[src/rtl/bsg_manycore_ruche_link_tieoff_monitor.sv]
// Edge tie-off for ruche links: drives polarity-correct idle values outward and
// counts errant inbound packets per channel, capturing the first offender's header.
// Channel layout (MSB first): {fwd.v, fwd.ready_and_rev, fwd.data, rev.v, rev.ready_and_rev, rev.data}.
module bsg_manycore_ruche_link_tieoff_monitor #(
    parameter int addr_width_p     = 32,
    parameter int data_width_p     = 32,
    parameter int x_cord_width_p   = 7,
    parameter int y_cord_width_p   = 7,
    parameter int num_links_p      = 1,
    parameter int ruche_factor_X_p = 3,
    parameter int ruche_stage_p    = 0,
    parameter int west_not_east_p  = 0,
    parameter int sink_p           = 0,
    parameter int count_width_p    = 8,
    localparam int fwd_data_width_lp = addr_width_p + data_width_p + 2*x_cord_width_p + 2*y_cord_width_p,
    localparam int rev_data_width_lp = data_width_p + x_cord_width_p + y_cord_width_p,
    localparam int link_width_lp     = fwd_data_width_lp + rev_data_width_lp + 4,
    localparam int hdr_width_lp      = 2*x_cord_width_p + y_cord_width_p,
    localparam int chan_width_lp     = (num_links_p > 1) ? $clog2(num_links_p) : 1
) (
    input  logic                                   clk_i,
    input  logic                                   reset_n_i,
    input  logic [num_links_p*link_width_lp-1:0]   ruche_link_i,
    output logic [num_links_p*link_width_lp-1:0]   ruche_link_o,
    input  logic                                   clear_i,
    output logic                                   error_o,
    output logic [num_links_p*count_width_p-1:0]   fwd_count_o,
    output logic [num_links_p*count_width_p-1:0]   rev_count_o,
    output logic                                   first_v_o,
    output logic [chan_width_lp-1:0]               first_chan_o,
    output logic                                   first_rev_o,
    output logic [hdr_width_lp-1:0]                first_hdr_o
);

    localparam logic stage_odd_lp   = (ruche_stage_p % 2) == 1;
    localparam logic factor_even_lp = (ruche_factor_X_p % 2) == 0;
    localparam logic west_lp        = west_not_east_p != 0;
    localparam logic sink_lp        = sink_p != 0;

    // Outgoing and incoming wires alternate polarity per stage; with an odd factor the two edges differ.
    localparam logic inv_out_lp = (ruche_stage_p > 0)
        && (factor_even_lp ? stage_odd_lp : (west_lp ? !stage_odd_lp : stage_odd_lp));
    localparam logic inv_in_lp  = (ruche_stage_p > 0)
        && (factor_even_lp ? stage_odd_lp : (west_lp ? stage_odd_lp : !stage_odd_lp));

    localparam logic [link_width_lp-1:0] idle_chan_lp =
        {1'b0, sink_lp, {fwd_data_width_lp{1'b0}}, 1'b0, sink_lp, {rev_data_width_lp{1'b0}}};

    assign ruche_link_o = {num_links_p{idle_chan_lp}} ^ {(num_links_p*link_width_lp){inv_out_lp}};

    logic [num_links_p*link_width_lp-1:0]         link_in_s;
    logic [num_links_p-1:0]                       fwd_v_s;
    logic [num_links_p-1:0]                       rev_v_s;
    logic [num_links_p-1:0][hdr_width_lp-1:0]     fwd_hdr_s;
    logic [num_links_p-1:0][x_cord_width_p-1:0]   rev_dx_s;
    logic [num_links_p-1:0]                       fwd_v_r;
    logic [num_links_p-1:0]                       rev_v_r;
    logic [num_links_p-1:0]                       fwd_ev_s;
    logic [num_links_p-1:0]                       rev_ev_s;
    logic [num_links_p-1:0]                       hit_s;

    assign link_in_s = ruche_link_i ^ {(num_links_p*link_width_lp){inv_in_lp}};

    for (genvar c = 0; c < num_links_p; c++) begin : g_chan
        assign fwd_v_s[c]   = link_in_s[c*link_width_lp + link_width_lp - 1];
        assign rev_v_s[c]   = link_in_s[c*link_width_lp + rev_data_width_lp + 1];
        assign fwd_hdr_s[c] = link_in_s[c*link_width_lp + rev_data_width_lp + 2 +: hdr_width_lp];
        assign rev_dx_s[c]  = link_in_s[c*link_width_lp +: x_cord_width_p];
    end

    // A stalled sender holds valid, so without sink only the rising edge is a new packet.
    assign fwd_ev_s = sink_lp ? fwd_v_s : (fwd_v_s & ~fwd_v_r);
    assign rev_ev_s = sink_lp ? rev_v_s : (rev_v_s & ~rev_v_r);
    assign hit_s    = fwd_ev_s | rev_ev_s;

    logic                       win_v_s;
    logic [chan_width_lp-1:0]   win_chan_s;
    logic                       win_rev_s;
    logic [hdr_width_lp-1:0]    win_hdr_s;

    // Pick the lowest channel with an event; forward beats reverse within a channel.
    always_comb begin
        win_v_s    = 1'b0;
        win_chan_s = '0;
        win_rev_s  = 1'b0;
        win_hdr_s  = '0;
        for (int c = num_links_p - 1; c >= 0; c--) begin
            win_v_s    = win_v_s | hit_s[c];
            win_chan_s = hit_s[c] ? chan_width_lp'(c) : win_chan_s;
            win_rev_s  = hit_s[c] ? !fwd_ev_s[c] : win_rev_s;
            win_hdr_s  = hit_s[c] ? (fwd_ev_s[c] ? fwd_hdr_s[c] : hdr_width_lp'(rev_dx_s[c])) : win_hdr_s;
        end
    end

    // Previous logical valids; tracked through clear so a held packet is not recounted.
    always_ff @(posedge clk_i or negedge reset_n_i) begin
        if (!reset_n_i) begin
            fwd_v_r <= '0;
            rev_v_r <= '0;
        end else begin
            fwd_v_r <= fwd_v_s;
            rev_v_r <= rev_v_s;
        end
    end

    logic [num_links_p-1:0][count_width_p-1:0] fwd_cnt_r;
    logic [num_links_p-1:0][count_width_p-1:0] rev_cnt_r;
    logic                                      error_r;
    logic                                      first_v_r;
    logic [chan_width_lp-1:0]                  first_chan_r;
    logic                                      first_rev_r;
    logic [hdr_width_lp-1:0]                   first_hdr_r;

    // Monitor state: saturating counters, sticky flag and first-error capture; clear wins over events.
    always_ff @(posedge clk_i or negedge reset_n_i) begin
        if (!reset_n_i) begin
            fwd_cnt_r    <= '0;
            rev_cnt_r    <= '0;
            error_r      <= 1'b0;
            first_v_r    <= 1'b0;
            first_chan_r <= '0;
            first_rev_r  <= 1'b0;
            first_hdr_r  <= '0;
        end else if (clear_i) begin
            fwd_cnt_r    <= '0;
            rev_cnt_r    <= '0;
            error_r      <= 1'b0;
            first_v_r    <= 1'b0;
            first_chan_r <= '0;
            first_rev_r  <= 1'b0;
            first_hdr_r  <= '0;
        end else begin
            for (int c = 0; c < num_links_p; c++) begin
                if (fwd_ev_s[c] && (fwd_cnt_r[c] != {count_width_p{1'b1}})) begin
                    fwd_cnt_r[c] <= fwd_cnt_r[c] + count_width_p'(1);
                end else begin
                    fwd_cnt_r[c] <= fwd_cnt_r[c];
                end
                if (rev_ev_s[c] && (rev_cnt_r[c] != {count_width_p{1'b1}})) begin
                    rev_cnt_r[c] <= rev_cnt_r[c] + count_width_p'(1);
                end else begin
                    rev_cnt_r[c] <= rev_cnt_r[c];
                end
            end
            error_r <= error_r | win_v_s;
            if (win_v_s && !first_v_r) begin
                first_v_r    <= 1'b1;
                first_chan_r <= win_chan_s;
                first_rev_r  <= win_rev_s;
                first_hdr_r  <= win_hdr_s;
            end else begin
                first_v_r    <= first_v_r;
                first_chan_r <= first_chan_r;
                first_rev_r  <= first_rev_r;
                first_hdr_r  <= first_hdr_r;
            end
        end
    end

    assign fwd_count_o  = fwd_cnt_r;
    assign rev_count_o  = rev_cnt_r;
    assign error_o      = error_r;
    assign first_v_o    = first_v_r;
    assign first_chan_o = first_chan_r;
    assign first_rev_o  = first_rev_r;
    assign first_hdr_o  = first_hdr_r;

`ifdef BSG_RUCHE_TIEOFF_REPORT
    // Define BSG_RUCHE_TIEOFF_REPORT to print every errant event.
    always @(posedge clk_i) begin
        for (int c = 0; c < num_links_p; c++) begin
            if (reset_n_i && fwd_ev_s[c]) begin
                $error("[BSG_ERROR] ruche tieoff chan %0d fwd src_x=%0d dest_y=%0d dest_x=%0d", c,
                       fwd_hdr_s[c][x_cord_width_p+y_cord_width_p +: x_cord_width_p],
                       fwd_hdr_s[c][x_cord_width_p +: y_cord_width_p],
                       fwd_hdr_s[c][x_cord_width_p-1:0]);
            end
            if (reset_n_i && rev_ev_s[c]) begin
                $error("[BSG_ERROR] ruche tieoff chan %0d rev dest_x=%0d", c, rev_dx_s[c]);
            end
        end
    end
`endif

endmodule

[config.mk]
export PLATFORM = sky130hd
export DESIGN_NAME = bsg_manycore_ruche_link_tieoff_monitor
export DESIGN_NICKNAME = d
export VERILOG_FILES = /design/src/rtl/bsg_manycore_ruche_link_tieoff_monitor.sv
export SDC_FILE = /design/constraint.sdc
export NUM_CORES = 1
export LEC_CHECK = 0
export CORE_ASPECT_RATIO = 0.6
export CORE_MARGIN = 4
export CORE_UTILIZATION = 25
export CTS_BUF_LIST = sky130_fd_sc_hd__clkbuf_8
export DETAILED_ROUTE_END_ITERATION = 8
export PLACE_DENSITY = 0.77
export SYNTH_ARGS = -nofsm -noshare
export SYNTH_HDL_FRONTEND = slang
export SYNTH_SLANG_ARGS = --single-unit
[constraint.sdc]
create_clock -name clk_i -period 3.3 [get_ports clk_i]
set_input_delay 0.495 -clock clk_i [delete_from_list [all_inputs] [get_ports clk_i]]
set_output_delay 0.495 -clock clk_i [all_outputs]
set_load 0.05 [all_outputs]
==> results_tabular.tex, run 1 <==
\begin{tabular}{lr}
\hline
Metric & Value \\
\hline
\multicolumn{2}{l}{\textbf{GRT}} \\
\quad Via count of the first global-routing pass & 1793 \\
\quad Global-route usage over all layers & between 8 and 9\% \\
\quad Maximum number of pins on one net before global-route repair & 43 \\
\quad Wire length of the first global-routing pass & $\sim$10 mm \\
\quad Gr ovfl total & 0 \\
\quad Antenna violations before repair & 0 \\
\multicolumn{2}{l}{\textbf{Drt}} \\
\quad Total via count in the routed design & 1884 \\
\quad Number of DRC markers in iteration 0 & 75 \\
\quad Total length of routed wires & between 6 and 7 mm \\
\quad Number of iterations in the first detailed-routing pass & 4 \\
\quad Remaining number of nets flagged by the antenna check after routing & 0 \\
\quad Via-to-Cell Ratio & between 3 and 4 \\
\quad Post-route DRC & 0 \\
\quad Wire length per cell & roughly 12 µm \\
\multicolumn{2}{l}{\textbf{Worst setup path}} \\
\quad Kind of launch point of the worst setup path & register \\
\quad Kind of cell adding the most delay to the critical path & buffers and inverters \\
\quad Critical Path Max Stage Delay & between 0.8 and 0.9 ns \\
\quad Critical path endpoint category & output port \\
\quad Crit path max-delay cell type & sky130\_fd\_sc\_hd\_\_clkdlybuf4s50\_1 \\
\quad Worst path buffer plus inverter count & 1 \\
\quad List of cells traversed by the critical path & clkdlybuf4s50\_1 \\
\quad Largest fanout on the critical path & 8 \\
\quad Worst EP required & 2.80 ns \\
\quad Worst Path Arrival & 1.66 ns \\
\quad Critical path start-end classification & register to output port \\
\multicolumn{2}{l}{\textbf{CTS}} \\
\quad Root buf cell & sky130\_fd\_sc\_hd\_\_clkbuf\_8 \\
\quad Clock sinks & 42 \\
\quad Maximum root-to-sink buffer count & 2 \\
\quad Count of hold-fix buffers inserted at cts & 0 \\
\quad Source-to-sink clock delay at the later pin of the worst-skew pair & 0.30 ns \\
\quad CTS Buf Count & 5 \\
\quad Worst-path clk slew & 0.08 ns \\
\quad \# H-tree levels & 2 \\
\quad TritonCTS clock tree & built \\
\quad Resize count post-CTS & 0 \\
\quad Number of post-CTS setup repair buffers & 0 \\
\multicolumn{2}{l}{\textbf{Timing}} \\
\quad Final Hold Fails & 0 \\
\quad Worst Max-Slew Pin Slew & roughly 0.96 ns \\
\quad Final Slew Violations & 0 \\
\quad WHS & approximately 0.34 ns \\
\quad Largest clock skew in the final design & $\sim$0.0027 ns \\
\quad Time the worst path needs with I/O delays and setup & between 2 and 2.5 ns \\
\quad Final period util & 65.39\% \\
\quad RSZ-0062 raised after global routing & false \\
\quad Aggregate negative setup slack & 0 ns \\
\quad Number of setup violations in the final report & 0 \\
\quad FMAX & roughly 460 MHz \\
\quad Worst max-slew margin expressed relative to the limit & a little over a third \\
\multicolumn{2}{l}{\textbf{Logic synthesis}} \\
\quad Leading area contributor after synthesis & sky130\_fd\_sc\_hd\_\_buf\_4 \\
\quad Register bit total from synthesis & 42 \\
\quad Cells taking the most area after synthesis & sky130\_fd\_sc\_hd\_\_buf\_4 (36\%), sky130\_fd\_sc\_hd\_\_dfrtp\_1 (35\%), sky130\_fd\_sc\_hd\_\_mux2i\_1 (4.7\%), sky130\_fd\_sc\_hd\_\_a22o\_1 (4.1\%), sky130\_fd\_sc\_hd\_\_o2bb2ai\_1 (2.0\%) \\
\quad Library cell with the highest instance count after synthesis & sky130\_fd\_sc\_hd\_\_buf\_4 \\
\quad Cell area after technology mapping & approximately 0.0030 mm² \\
\quad Number of flops mapped to enable cells by yosys & 0 \\
\quad Fraction of the yosys area taken by sequential cells & 35.01\% \\
\quad Primary FF master, synth & sky130\_fd\_sc\_hd\_\_dfrtp\_1 \\
\quad Dominant combinational cell family by area after synthesis & buffers and inverters \\
\quad Distinct cell type count after synthesis & between 40 and 50 \\
\quad Synth top area share & approximately 36\% \\
\quad Gate count of the mapped netlist & approximately 300 \\
\quad Ranking of synthesized cells by instance count & sky130\_fd\_sc\_hd\_\_buf\_4 (145), sky130\_fd\_sc\_hd\_\_dfrtp\_1 (42), sky130\_fd\_sc\_hd\_\_nor2\_1 (16) \\
\quad Synth Area in Simple Gates & between 10\% and 20\% \\
\quad FFs w/ async S/R, synth & 100.0\% \\
\quad Mean post-synth cell area & 9.874 µm² \\
\quad Warning count from the yosys run & 0 \\
\quad Post-synthesis adder-cell area fraction & less than 1\% \\
\quad XOR/XNOR share of the synthesized area & 0.8754\% \\
\quad Compound-Gate Fraction of Synth Area & around a tenth \\
\quad Mux share of post-synthesis cell area & under 10\% \\
\multicolumn{2}{l}{\textbf{Placement}} \\
\quad Dpl hpwl & around 5.3 mm \\
\quad Buffers added on ports & 72 \\
\quad Placed instance area & 0.003341 mm² \\
\quad Final Wtd Congestion & 0.7211 \\
\multicolumn{2}{l}{\textbf{Pwr}} \\
\quad Max VDD drop & $\sim$0.14 mV \\
\quad Tot Pwr & between 0.001 and 0.0015 W \\
\quad Combinational Power Share & roughly 40\% \\
\quad Pleak & approximately 1.7 nW \\
\quad Portion of total power attributed to sequential cells & about 37\% \\
\quad Switching part of the total & between 40\% and 50\% \\
\quad Net switching power of the design & a little under 0.0007 W \\
\quad Clock network fraction of design power & roughly a quarter \\
\quad Total power per unit cell area & roughly 430 mW/mm² \\
\quad Pint & around 0.00079 W \\
\multicolumn{2}{l}{\textbf{Job}} \\
\quad Max-Cap Viols & 0 \\
\multicolumn{2}{l}{\textbf{Layout}} \\
\quad Final standard cell utilization of the core & 29.78\% \\
\quad Number of inserted diodes & 0 \\
\quad Layout cell share with drive strength beyond 1 & between 4 and 5\% \\
\quad Area added between synthesis and finish & 14.34\% \\
\quad Final \#Nets & roughly 520 \\
\quad Fin area & between 0.003 and 0.004 mm² \\
\quad Fill cell total of the finished layout & between 1000 and 1500 \\
\multicolumn{2}{l}{\textbf{Die}} \\
\quad Core outline area & 0.01152 mm² \\
\quad Height of the chip & 92.88 µm \\
\quad DIE WIDTH & approximately 150 µm \\
\quad Number of ports placed on the die boundary & about 330 \\
\quad Starting density of the core & 26.05\% \\
\quad Row count & 30 \\
\quad Die Outline Area & 0.01388 mm² \\
\multicolumn{2}{l}{\textbf{Run status}} \\
\quad Run status & completed \\
\multicolumn{2}{l}{\textbf{Hold path}} \\
\quad Class of the tightest hold or removal check & primary input to asynchronous set/reset pin \\
\hline
\end{tabular}
-- cell families (layout without fill, tap and decap cells) --
family | count (synthesis) | in the layout
XOR/XNOR | 3 | 3
flip-flops | 42 | 42
buffers and inverters | 153 | 85
AND/OR/NAND/NOR | 50 | 50
AO/OA/AOI/OAI | 38 | 38
other | 1 | 143
adder cells (fa/ha/maj) | 2 | 2
multiplexers | 15 | 15
-- worst reg2reg max path: cells and delay by family, from the launching register on --
| kind | cells | cell delay (ns) |
|---|---|---|
| simple gates | 2 | 1.00 |
| flops | 1 | 0.40 |
| compound gates | 1 | 0.25 |
-- flip-flops by register name, summed over array words and instances (netlist names) --
register / count
fwd_count_o: 8
first_v_o: 1
first_rev_o: 1
rev_count_o: 8
rev_v_r: 1
error_o: 1
first_hdr_o: 21
fwd_v_r: 1
-- placed cells by master (no fill, tap or decap), types with 2 or more instances in the layout --
cell	synthesis	final
sky130_fd_sc_hd__nor4bb_1	2	2
sky130_fd_sc_hd__dfrtp_1	42	42
sky130_fd_sc_hd__mux2i_1	14	14
sky130_fd_sc_hd__nor2_1	16	16
sky130_fd_sc_hd__nand2b_1	3	3
sky130_fd_sc_hd__buf_4	145	2
sky130_fd_sc_hd__and3_1	2	2
sky130_fd_sc_hd__a31oi_1	2	2
sky130_fd_sc_hd__a41oi_1	2	2
sky130_fd_sc_hd__a22o_1	14	14
sky130_fd_sc_hd__o21ai_0	2	2
sky130_fd_sc_hd__nand3_1	3	3
sky130_fd_sc_hd__nor3_1	3	3
sky130_fd_sc_hd__conb_1	1	143
sky130_fd_sc_hd__nor3_2	2	2
sky130_fd_sc_hd__ha_1	2	2
sky130_fd_sc_hd__xor2_1	2	2
sky130_fd_sc_hd__inv_1	3	4
sky130_fd_sc_hd__clkdlybuf4s50_1	0	71
sky130_fd_sc_hd__nand2_1	7	7
sky130_fd_sc_hd__nor2b_1	2	2
sky130_fd_sc_hd__o2bb2ai_1	7	7
sky130_fd_sc_hd__nand4_1	2	2
sky130_fd_sc_hd__a21oi_1	4	4
sky130_fd_sc_hd__clkbuf_8	0	6
-- power groups by stage --
stage                     Sequential (W)  Clock, W  Combinational (W)
after detailed placement        0.000559         0           0.000570
after CTS                       0.000550  0.000371           0.000571
after floorplan                 0.000624         0           0.000534
after global placement          0.000558         0           0.000566
final                           0.000549  0.000346           0.000573
after global routing            0.000552  0.000385           0.000599
-- through the flow --
step	setup slack, ns	std cells
after detailed placement	0.9276	530
after global placement	0.9707	530
after global routing	1.050	538
after floorplan	1.550	446
after CTS	1.125	538
final	1.142	538
-- final timing paths --
check	startpoint	slack (ns)	cells past startpoint	end
max reg2reg	fwd_v_r	1.59	3	first_hdr_o[16]
max in group asynchronous	reset_n_i	2.35	1	fwd_count_o[1]
min	reset_n_i	0.34	1	rev_v_r
min reg2reg	first_hdr_o[5]	0.49	1	first_hdr_o[5]
max	rev_count_o[7]	1.14	1	rev_count_o[7]
min in group clk_i	first_hdr_o[5]	0.49	1	first_hdr_o[5]
-- metal layers --
| layer | routed length (µm) | GRT usage, % |
|---|---|---|
| met4 | 31 | 1.828 |
| met3 | 522 | 3.716 |
| met1 | 2631 | 10.57 |
| met5 | 0 | 0 |
| met2 | 3449 | 15.38 |
-- cell type report --
type | instances | area (µm²) | area share, %
multi-input cells | 251 | 1348 | 39.26
flip-flops and latches | 42 | 1051 | 30.62
repair buffers | 74 | 730.7 | 21.29
well taps | 160 | 200.2 | 5.833
clock buffers | 6 | 82.58 | 2.406
inverters | 3 | 11.26 | 0.3281
clock inverters | 2 | 8.758 | 0.2552
Note: power is estimated with default switching activity, not from simulation.
==> inputs of run 2 (changes only) <==
--- a/config.mk
+++ b/config.mk
@@ -10,7 +10,7 @@
 export CORE_UTILIZATION = 25
 export CTS_BUF_LIST = sky130_fd_sc_hd__clkbuf_8
 export DETAILED_ROUTE_END_ITERATION = 8
-export PLACE_DENSITY = 0.77
+export PLACE_DENSITY = 0.8
 export SYNTH_ARGS = -nofsm -noshare
 export SYNTH_HDL_FRONTEND = slang
 export SYNTH_SLANG_ARGS = --single-unit
==> constraint.sdc (replaced) <==
create_clock -name clk_i -period 1.8 [get_ports clk_i]
set_input_delay 0.27 -clock clk_i [delete_from_list [all_inputs] [get_ports clk_i]]
set_output_delay 0.27 -clock clk_i [all_outputs]
set_load 0.05 [all_outputs]
==> results_tabular.tex, run 2 (synthesized netlist as in run 1, its figures left out) <==
\begin{tabular}{lr}
\hline
Metric & Value \\
\hline
\multicolumn{2}{l}{\textbf{GRT}} \\
\quad Busiest layer in global routing & met2 (unchanged) \\
\quad Wire length of the first global-routing pass & 9.632 mm (was 9.715 mm) \\
\quad Gr ovfl total & 0 (unchanged) \\
\quad Maximum number of pins on one net before global-route repair & 40 (was 43) \\
\quad Met1 track utilization from global routing & 11.72\% (was 10.57\%) \\
\quad Global-route usage over all layers & 8.864\% (was 8.960\%) \\
\quad Global-route track usage on met2 & 14.02\% (was 15.38\%) \\
\quad Antenna violations before repair & 0 (unchanged) \\
\quad Via count of the first global-routing pass & 1696 (was 1793) \\
\quad Global-route met3 utilization & 3.570\% (was 3.716\%) \\
\multicolumn{2}{l}{\textbf{Die}} \\
\quad Starting density of the core & 26.05\% (unchanged) \\
\quad Height of the chip & 92.88 µm (unchanged) \\
\quad DIE WIDTH & 149.5 µm (unchanged) \\
\quad Number of ports placed on the die boundary & 328 (unchanged) \\
\quad Die Outline Area & 0.01388 mm² (unchanged) \\
\quad Core outline area & 0.01152 mm² (unchanged) \\
\quad Row count & 30 (unchanged) \\
\multicolumn{2}{l}{\textbf{Layout}} \\
\quad Flip-flop count of the largest register, all copies and words added & 21 (unchanged) \\
\quad Final \#Nets & 535 (was 524) \\
\quad Commonest cells after routing, fill and taps aside & sky130\_fd\_sc\_hd\_\_conb\_1 (143), sky130\_fd\_sc\_hd\_\_dfrtp\_1 (42), sky130\_fd\_sc\_hd\_\_clkdlybuf4s50\_1 (42) (was sky130\_fd\_sc\_hd\_\_conb\_1 (143), sky130\_fd\_sc\_hd\_\_clkdlybuf4s50\_1 (71), sky130\_fd\_sc\_hd\_\_dfrtp\_1 (42)) \\
\quad Fin area & 0.003513 mm² (was 0.003432 mm²) \\
\quad Number of inserted diodes & 0 (unchanged) \\
\quad Layout cell share with drive strength beyond 1 & 13.37\% (was 4.762\%) \\
\quad Sequential cell area & 0.001051 mm² (unchanged) \\
\quad Final instance count without filler cells & 549 (was 538) \\
\quad Area added between synthesis and finish & 17.05\% (was 14.34\%) \\
\quad Commonest non-fill, non-tap cell in the layout & sky130\_fd\_sc\_hd\_\_conb\_1 (unchanged) \\
\quad Multi-input gate area in the final layout & 0.001348 mm² (unchanged) \\
\quad Fill cell total of the finished layout & 1235 (was 1229) \\
\multicolumn{2}{l}{\textbf{Pwr}} \\
\quad Max VDD drop & 0.2553 mV (was 0.1408 mV) \\
\quad Total power per unit cell area & 807.4 mW/mm² (was 427.8 mW/mm²) \\
\quad Pleak & 1.888 nW (was 1.691 nW) \\
\multicolumn{2}{l}{\textbf{Timing}} \\
\quad Time the worst path needs with I/O delays and setup & 1.735 ns \\
\quad Worst max-slew margin expressed relative to the limit & 65.70\% (was 35.79\%) \\
\quad Worst Max-Slew Pin Slew & 0.5136 ns (was 0.9631 ns) \\
\quad Largest clock skew in the final design & 0.009836 ns (was 0.002681 ns) \\
\quad Number of setup violations in the final report & 0 (unchanged) \\
\quad Final Slew Violations & 0 (unchanged) \\
\quad WHS & 0.3148 ns (was 0.3400 ns) \\
\quad Final period util & between 90\% and 100\% \\
\quad RSZ-0062 raised after global routing & false (unchanged) \\
\quad Crit path setup slack, layout & 0.06526 ns (was 1.142 ns) \\
\quad Final Hold Fails & 0 (unchanged) \\
\quad FMAX & approximately 580 MHz \\
\multicolumn{2}{l}{\textbf{Job}} \\
\quad Max-Cap Viols & 0 (unchanged) \\
\multicolumn{2}{l}{\textbf{Worst setup path}} \\
\quad Crit path max-delay cell type & sky130\_fd\_sc\_hd\_\_clkdlybuf4s50\_1 (unchanged) \\
\quad Start of the worst register-to-register path & rev\_count\_o[1] (was fwd\_v\_r) \\
\quad Reg2reg setup slack & 0.28 ns (was 1.59 ns) \\
\quad Kind of cell adding the most delay to the critical path & buffers and inverters (unchanged) \\
\quad Worst path buffer plus inverter count & 1 (unchanged) \\
\quad Worst EP required & 1.53 ns (was 2.80 ns) \\
\quad Worst reg2reg path depth & 5 (was 3) \\
\quad Critical path endpoint category & output port (unchanged) \\
\quad Critical path start-end classification & register to output port (unchanged) \\
\quad Kind of launch point of the worst setup path & register (unchanged) \\
\quad End of the worst register-to-register path & rev\_count\_o[4] (was first\_hdr\_o[16]) \\
\quad Worst Path Arrival & 1.46 ns (was 1.66 ns) \\
\quad List of cells traversed by the critical path & clkdlybuf4s50\_1 (unchanged) \\
\quad Critical Path Max Stage Delay & 0.81 ns (was 0.87 ns) \\
\quad Largest fanout on the critical path & 2 (was 8) \\
\multicolumn{2}{l}{\textbf{CTS}} \\
\quad CTS Buf Count & 5 (unchanged) \\
\quad Number of post-CTS setup repair buffers & 0 (unchanged) \\
\quad Worst-path clk slew & 0.08 ns (about the same) \\
\quad TritonCTS clock tree & built (unchanged) \\
\quad \# H-tree levels & 2 (unchanged) \\
\quad Clock sinks & 42 (unchanged) \\
\quad Root buf cell & sky130\_fd\_sc\_hd\_\_clkbuf\_8 (unchanged) \\
\quad Source-to-sink clock delay at the later pin of the worst-skew pair & 0.30 ns (about the same) \\
\quad Maximum root-to-sink buffer count & 2 (unchanged) \\
\multicolumn{2}{l}{\textbf{Drt}} \\
\quad Post-route DRC & 0 (unchanged) \\
\quad Via-to-Cell Ratio & 3.474 (was 3.502) \\
\quad Total via count in the routed design & 1907 (was 1884) \\
\quad Number of iterations in the first detailed-routing pass & 4 (unchanged) \\
\quad Number of DRC markers in iteration 0 & 90 (was 75) \\
\quad Remaining number of nets flagged by the antenna check after routing & 0 (unchanged) \\
\quad Total length of routed wires & 6.710 mm (was 6.634 mm) \\
\quad Wire length per cell & 12.22 µm (was 12.33 µm) \\
\multicolumn{2}{l}{\textbf{Placement}} \\
\quad Buffers added on ports & 72 (unchanged) \\
\quad Total placed cells including tap cells & 540 (was 530) \\
\quad Final Wtd Congestion & 0.7840 (was 0.7211) \\
\quad Placed instance area & 0.003381 mm² (was 0.003341 mm²) \\
\quad Setup Slack @ Placement & -0.008364 ns (was 0.9276 ns) \\
\quad Dpl hpwl & 5.253 mm (was 5.267 mm) \\
\multicolumn{2}{l}{\textbf{Hold path}} \\
\quad Class of the tightest hold or removal check & primary input to asynchronous set/reset pin (unchanged) \\
\multicolumn{2}{l}{\textbf{Run status}} \\
\quad Run status & completed (unchanged) \\
\hline
\end{tabular}
[run 2: cell count changes in the layout (fill, tap and decap cells not counted), moves of 2 or more]
cell | before | now
sky130_fd_sc_hd__clkdlybuf4s50_1 | 71 | 42
sky130_fd_sc_hd__buf_4 | 2 | 34
sky130_fd_sc_hd__buf_12 | 0 | 2
sky130_fd_sc_hd__dlymetal6s2s_1 | 0 | 5
[run 2: through the flow]
stage           TNS [ns]  util (%)  total power [W]
2_1_floorplan          0         -         0.002123
3_3_place_gp           0     29.34         0.002084
3_5_place_dp   -0.008364     29.34         0.002089
4_1_cts                0     30.38         0.002879
5_1_grt                0     30.49         0.002980
6_report               0     30.49         0.002837
[run 2: per-layer routing]
metal	routed length, µm	vias to the layer above
li1	-	912
met1	2884	917
met2	3265	76
met3	555	2
met4	5	0
met5	0	-
[run 2: worst max path at each step]
| stage | from | end | slack [ns] | depth (start not counted) |
|---|---|---|---|---|
| 3_5_place_dp | ruche_link_i[47] | rev_count_o[3] | -0.008 | 5 |
| 6_report | first_hdr_o[8] | first_hdr_o[8] | 0.07 | 1 |
| 5_1_grt | first_hdr_o[14] | first_hdr_o[14] | 0.006 | 1 |
| 3_3_place_gp | ruche_link_i[47] | rev_count_o[3] | 0.05 | 5 |
| 4_1_cts | first_hdr_o[4] | first_hdr_o[4] | 0.03 | 1 |
| 2_1_floorplan | rev_count_o[0] | rev_count_o[4] | 0.05 | 5 |
[run 2: area by class of cell]
cell class / instances / share of cell area [%]
Clock inverter: 3 / 1.175
Timing Repair Buffer: 85 / 22.58
Tap cell: 160 / 5.698
Sequential cell: 42 / 29.91
Clock buffer: 5 / 1.959
Multi-Input combinational cell: 251 / 38.35
Inverter: 3 / 0.3205
[run 2: where the power goes]
part	switching, W	internal, W
logic	0.000899	0.000173
registers	0.0000248	0.000979
clock network	0.000352	0.000409
[run 2: what timing repair did]
action                                 in CTS  in global routing
gates resized for setup                     0                  5
setup endpoints to repair                   0                  5
hold buffers                                1                  0
endpoints found under the hold margin       3                  0
